$ cat src/rtl/rr_arbiter.sv
// rtl/rr_arbiter.sv - round-robin arbiter with registered one-hot grant
//
// Purpose:
//   Shares one resource among N requesters.
//   The next owner is the first requester found scanning from ptr+1 upward, wrapping mod N.
//   ptr always holds the most recent owner.
//   The grant is registered and held for as long as the owner keeps requesting.
//   When the owner releases, and someone else is waiting, the grant moves on the next edge without an idle cycle.
//
// Optional feature (macro RR_HOLD_TIMEOUT_EN):
//   A contended owner is pre-empted after MAX_HOLD consecutive grant cycles.
//   Without the macro, no hold counter exists.
//
// Parameters:
//   N         number of requesters
//   W         index width, must equal clog2(N)
//   MAX_HOLD  max consecutive contended grant cycles (timeout build only)
//
// Ports:
//   clk        rising-edge clock
//   rst        asynchronous active-high reset
//   req        request vector, bit i = requester i
//   gnt        one-hot grant, registered
//   gnt_id     binary index of the granted requester, 0 when idle
//   gnt_valid  high while a grant is active

module rr_arbiter #(
  parameter int N        = 8,
  parameter int W        = 3,
  parameter int MAX_HOLD = 4
) (
  input  logic         clk,
  input  logic         rst,
  input  logic [N-1:0] req,
  output logic [N-1:0] gnt,
  output logic [W-1:0] gnt_id,
  output logic         gnt_valid
);

  typedef enum logic {IDLE, GRANT} state_t;

  state_t       state;
  logic [W-1:0] ptr;
  logic [W-1:0] win_id;
  logic [N-1:0] win_onehot;
  logic         win_found;

  if (W != $clog2(N)) begin : g_bad_w
    $error("rr_arbiter: W must equal clog2(N)");
  end
  if (MAX_HOLD < 1) begin : g_bad_hold
    $error("rr_arbiter: MAX_HOLD must be at least 1");
  end

`ifdef RR_HOLD_TIMEOUT_EN
  localparam int HW = (MAX_HOLD > 1) ? $clog2(MAX_HOLD) : 1;
  logic [HW-1:0] hold_cnt;
`endif

  // Rotating search.
  // While a grant is held, ptr equals the owner, so the owner itself is found last.
  // Consequently, win_id != gnt_id means some other requester is waiting.
  always_comb begin
    int           pos;
    logic [W-1:0] idx;
    win_id     = '0;
    win_onehot = '0;
    win_found  = 1'b0;
    for (int k = 1; k <= N; k++) begin
      pos = (int'(ptr) + k) % N;
      idx = pos[W-1:0];
      if (!win_found && req[idx]) begin
        win_found       = 1'b1;
        win_id          = idx;
        win_onehot[idx] = 1'b1;
      end
    end
  end

  assign gnt_valid = (state == GRANT);

  always_ff @(posedge clk or posedge rst) begin
    if (rst) begin
      state    <= IDLE;
      gnt      <= '0;
      gnt_id   <= '0;
      ptr      <= W'(N - 1);
`ifdef RR_HOLD_TIMEOUT_EN
      hold_cnt <= '0;
`endif
    end else begin
      case (state)
        IDLE: begin
          if (win_found) begin
            state    <= GRANT;
            gnt      <= win_onehot;
            gnt_id   <= win_id;
            ptr      <= win_id;
`ifdef RR_HOLD_TIMEOUT_EN
            hold_cnt <= '0;
`endif
          end
        end
        GRANT: begin
          if (!req[gnt_id]) begin
            if (win_found) begin
              // Owner released with others waiting: hand over directly.
              gnt      <= win_onehot;
              gnt_id   <= win_id;
              ptr      <= win_id;
`ifdef RR_HOLD_TIMEOUT_EN
              hold_cnt <= '0;
`endif
            end else begin
              // ptr keeps the old owner, so it is searched last next time.
              state  <= IDLE;
              gnt    <= '0;
              gnt_id <= '0;
            end
          end
`ifdef RR_HOLD_TIMEOUT_EN
          else if (hold_cnt == HW'(MAX_HOLD - 1)) begin
            hold_cnt <= '0;
            if (win_id != gnt_id) begin
              gnt    <= win_onehot;
              gnt_id <= win_id;
              ptr    <= win_id;
            end
          end else begin
            hold_cnt <= hold_cnt + 1'b1;
          end
`endif
        end
        default: begin
          state  <= IDLE;
          gnt    <= '0;
          gnt_id <= '0;
        end
      endcase
    end
  end

endmodule

$ cat config.mk
export PLATFORM = sky130hd
export DESIGN_NAME = rr_arbiter
export DESIGN_NICKNAME = d
export VERILOG_FILES = /design/src/rtl/rr_arbiter.sv
export SDC_FILE = /design/constraint.sdc
export NUM_CORES = 1
export LEC_CHECK = 0
export CELL_PAD_IN_SITES_DETAIL_PLACEMENT = 1
export CELL_PAD_IN_SITES_GLOBAL_PLACEMENT = 2
export CORE_UTILIZATION = 38
export CTS_CLUSTER_SIZE = 24
export DETAILED_ROUTE_END_ITERATION = 12
export HOLD_SLACK_MARGIN = 0.03
export PLACE_DENSITY = 0.88
export SETUP_SLACK_MARGIN = 0.1
export SYNTH_ARGS = -nofsm -noshare
export SYNTH_HDL_FRONTEND = slang
export SYNTH_SLANG_ARGS = --single-unit
export TNS_END_PERCENT = 10
$ cat constraint.sdc
create_clock -name clk -period 8.75 [get_ports clk]
set_input_delay 1.3125 -clock clk [delete_from_list [all_inputs] [get_ports clk]]
set_output_delay 1.3125 -clock clk [all_outputs]
set_load 0.01 [all_outputs]
== Yosys cells after proc, flatten, opt, wreduce, memory -nomap -nowiden ==
Index checks and enable logic that the tools add are counted.

* Bitwise gates (word level): 8
* $lt $le $gt $ge: 17
* Reductions and logical operators: 23
* Muxes and demuxes: 72
* $add $sub $neg: 8
* Equality and inequality tests: 2

{| class="wikitable"
|+ Operator list
! cell !! number
|-
| 8-bit 2-to-1 mux || 11
|-
| 8-bit OR || 7
|-
| 3-bit 2-to-1 mux || 13
|-
| 3-bit by 4-bit < comparator with 1-bit output (second input constant) || 9
|-
| 1-bit binary-select mux with 3-bit select || 9
|-
| 1-bit 2-to-1 mux || 27
|-
| 1-bit demux with 3-bit select || 8
|-
| 3-bit by 1-bit greater-or-equal comparator with 1-bit output (second input constant) || 8
|-
| 8-bit one-hot mux with 2 select lines || 1
|-
| 1-bit logical AND || 15
|-
| 3-bit adder (second input constant) || 4
|-
| 3-bit one-hot mux with 2 select lines || 2
|-
| 1-bit zero test || 7
|-
| 3-bit by 1-bit adder with 3-bit output (second input constant) || 2
|-
| 3-bit by 2-bit adder with 3-bit output (second input constant) || 2
|-
| 2-bit != test (second input constant) || 2
|-
| 1-bit one-hot mux with 2 select lines || 1
|-
| 2-bit AND reduction || 1
|-
| 1-bit NOT || 1
|}

* Word-level logic and storage cells: 134
* Register bits: 15
* Output and inout bits: 12

== Longest topological paths before layout ==
* Word-level depth: 28
* Mapped depth: 13
* Gate-level depth less buffers: 9

== Worst setup path after synthesis ==
OpenSTA, ideal clock, no wires.

* Path type: reg2reg
* From: register ptr[0]
* To: register gnt[0]
* Setup slack: 5.489 ns
* Buffers on the path: 4
* Arrival: 3.137 ns
* Required time: 8.626 ns
* Cell stages (with the launch flop): 14
* Path through: dfstp_2 buf_6 buf_6 inv_2 ha_1 clkbuf_1 clkbuf_1 mux4_2 nand2_1 nor2_1 a221oi_1 a2bb2oi_1 a2bb2oi_1 o21ai_1

* Word-level cells in the longest chain between the ends: 28
* Elaborated cells between the ends (all ways): 107

{| class="wikitable"
|+ Ends and longest elaborated chain
! what !! RTL line !! text
|-
| start: declaration || 43 || <nowiki>logic [W-1:0] ptr;</nowiki>
|-
| start signal: assignment || 87 || <nowiki>ptr <= W'(N - 1);</nowiki>
|-
| start signal: assignment || 98 || <nowiki>ptr <= win_id;</nowiki>
|-
| start signal: assignment || 110 || <nowiki>ptr <= win_id;</nowiki>
|-
| parallel branches: the longest is 28 deep, another holds 3-bit by 4-bit < comparator with 1-bit output || -- ||
|-
| end signal: assignment || 96 || <nowiki>gnt <= win_onehot;</nowiki>
|-
| end signal: assignment || 108 || <nowiki>gnt <= win_onehot;</nowiki>
|-
| end: declaration || 35 || <nowiki>output logic [N-1:0] gnt,</nowiki>
|}

Several ways; the timed one is not identified. The select of a mux whose other input is x is not followed.
A chain may end at the register's enable or synchronous reset.

== Worst setup path after layout ==
* From: register ptr[0]
* To: register gnt[2]

Same word-level chain as after synthesis.

==> results.py <==
metrics = {
    "floorplan": {
        "die_h_um": 78.1,
        "dieArea_um2": 6100,
        "rows": 27,
        "io_pins": 22,
        "die_x_um": 78.1,
        "start_util_pct": 39.7,
        "core_um2": 5540,
    },
    "timing": {
        "drv_slew": 0,
        "finClkSkew_ns": 0.00484,
        "final_hold_viol_count": 0,
        "rsz0062_at_grt": "false",
        "tns_ns": 0,
        "hold_slack_ns": 0.507,
        "tightest_slew_ns": 0.958,
        "setup_viol": 0,
        "relSlewSlack_pct": 35.7,
        "layout_min_cycle_time_ns": 4.55,
        "clock.fmax_ghz": 0.220,
        "fin_crit_sh_pct": 52.0,
    },
    "final_layout": {
        "multi_input_area_um2": 1710,
        "nFillCells": 660,
        "layout_common_cells": "nand2_1 (24), a21oi_1 (21), clkdlybuf4s50_1 (21)",
        "final_common_cell": "nand2_1",
        "register_area_um2": 379,
        "drive_above_1_share_pct": 15.5,
        "finalNonFillerCells": 337,
        "postLayoutCoreUtil_pct": 44.7,
        "syn2layout_area_growth_pct": 12.6,
        "antennaDiodeCount": 0,
        "fin_nets": 282,
    },
    "synthesis": {
        "syn_nets": 269,
        "yosys_warnings": 0,
        "yosysSeqAreaShare_pct": 17.2,
        "ys_types": 59,
        "syn_avg_cell_area_um2": 8.70,
        "syn_area_um2": 2200,
        "synth_edf_count": 0,
        "synth-seq-cells": 15,
        "syn-instance-count": 253,
        "synth_ff_type": "dfrtp_1",
        "synth-async-reset-ratio_pct": 100,
    },
    "detailed_routing": {
        "avgViaCountPerCell": 6.93,
        "dr.pass1.iters": 5,
        "ant_nets": 0,
        "drt-initial-drc-count": 262,
        "dr_total_vias": 2335,
        "drt_wl_total_um": 7860,
        "wl_per_cell_um": 23.3,
        "drc_errors": 0,
    },
    "placement": {
        "dp_cells": 333,
        "place_congestion": 0.894,
        "numPortBuffers": 21,
        "post-dp-hpwl_um": 5960,
    },
    "clock_network": {
        "cts_root_buf": "clkbuf_8",
        "post-cts-setup-buffer-count": 0,
        "htreeDepth": 1,
        "clk_latency_ns": 0.25,
        "cts_buffers": 3,
        "path_clk_slew_ns": 0.06,
        "cts_resized": 0,
        "cts_tree": "built",
        "cts_hold_buf": 0,
        "clock_sinks": 15,
        "cts_buffer_depth": 2,
    },
    "global_routing": {
        "grt_pass1_vias": 2353,
        "antenna_found_initial": 0,
        "grt_usage_pct": 27.2,
        "overflow": 0,
        "grt_pass1_wl_um": 12900,
        "grt_max_degree": 41,
    },
    "worst_setup_path": {
        "cp.required_ns": 8.91,
        "worstSetupPathType": "reg2reg",
        "arrival_ns": 4.72,
        "cp_max_fo": 40,
        "endpoint_kind": "flop",
        "critPathLaunchType": "flop",
    },
    "run": {
        "maxCapViolations": 0,
    },
    "status": {
        "status": "completed",
    },
    "hold_path": {
        "hp-class": "reg2reg",
    },
}
-- worst max-delay path: stages, from the launching register on --
cell	delay, ns
dfstp_2	1.13
inv_2	0.26
ha_1	0.75
inv_2	0.23
mux4_2	0.50
o2111ai_2	0.29
or2_1	0.35
o21ai_1	0.59
a222oi_1	0.23
o21ai_0	0.12
-- synth_stat cells (3+ instances only) --
| library cell | instances | share of area [%] |
|---|---|---|
| buf_2 | 4 | 0.91 |
| buf_6 | 3 | 1.5 |
| o211ai_1 | 3 | 1.0 |
| and2_1 | 3 | 0.85 |
| dfstp_2 | 3 | 3.6 |
| nand3_1 | 8 | 1.8 |
| o21ai_0 | 12 | 2.7 |
| dfrtp_1 | 12 | 14 |
| nand2_1 | 24 | 4.1 |
| a211oi_1 | 5 | 1.7 |
| mux2_2 | 5 | 2.6 |
| a221oi_1 | 3 | 1.2 |
| a21o_1 | 4 | 1.4 |
| inv_2 | 3 | 0.51 |
| a22oi_1 | 5 | 1.7 |
| a2bb2oi_1 | 3 | 1.2 |
| a221o_1 | 4 | 1.8 |
| a31oi_1 | 7 | 2.0 |
| clkbuf_1 | 8 | 1.4 |
| nor2_1 | 18 | 3.1 |
| mux2_4 | 3 | 2.0 |
| inv_1 | 4 | 0.68 |
| ha_1 | 6 | 3.4 |
| mux4_2 | 15 | 15 |
| nor3_1 | 5 | 1.1 |
| nand4_1 | 6 | 1.7 |
| nor2b_1 | 5 | 1.4 |
| mux2i_1 | 12 | 5.5 |
| a21oi_1 | 21 | 4.8 |
-- state kept, by name (all words and copies together) (netlist names) --
name	count
gnt_valid	1
ptr	3
gnt_id	3
gnt	8
-- layout make-up --
cell class	instances	share of cell area, %
Inverter	7	1.06
Sequential cell	15	15.3
Clock buffer	4	1.82
Timing Repair Buffer	23	9.09
Multi-Input combinational cell	216	69.1
Tap cell	72	3.63
-- through the flow --
stage                     cell area, um2  worst slack (ns)
after global routing                2480              3.79
after CTS                           2480              4.24
after detailed placement            2430              4.16
after global placement              2430              4.24
after floorplan                     2200              5.49
final                               2480              4.20
-- worst paths after layout --
check,from,cells past startpoint,slack (ns),to
worst max-delay path,ptr[0],9,4.20,gnt[2]
worst min-delay path,gnt[3],2,0.51,gnt[3]
worst max register to register,ptr[0],9,4.20,gnt[2]
worst min register to register,gnt[3],2,0.51,gnt[3]
max in group asynchronous,rst,2,6.95,gnt[6]
min in group asynchronous,rst,2,1.42,gnt_id[0]
-- routing by layer --
metal	vias to the layer above	track usage (%)	wire [um]	part of all wire [%]
met1	1164	36.8	3370	43
met4	0	12.2	363	4.6
li1	1038	-	-	-
met2	105	42.8	3670	47
met3	28	4.07	461	5.9
met5	-	0	0	0
-- cells by family (layout without fill, tap and decap cells) --
kind of cell	Yosys count	after routing	synth area share [%]
buffers and inverters	22	34	5.00
muxes	36	36	25.9
AOI/OAI and AO/OA	91	91	29.5
and+or+nand+nor	79	79	17.4
DFF	15	15	17.2
xor gates and xnor gates	4	4	1.59
adders and majority gates	6	6	3.41
Power is left out: the tool's default activity adds up to more than one toggle a clock period on the data nets, which glitch-free logic cannot reach.
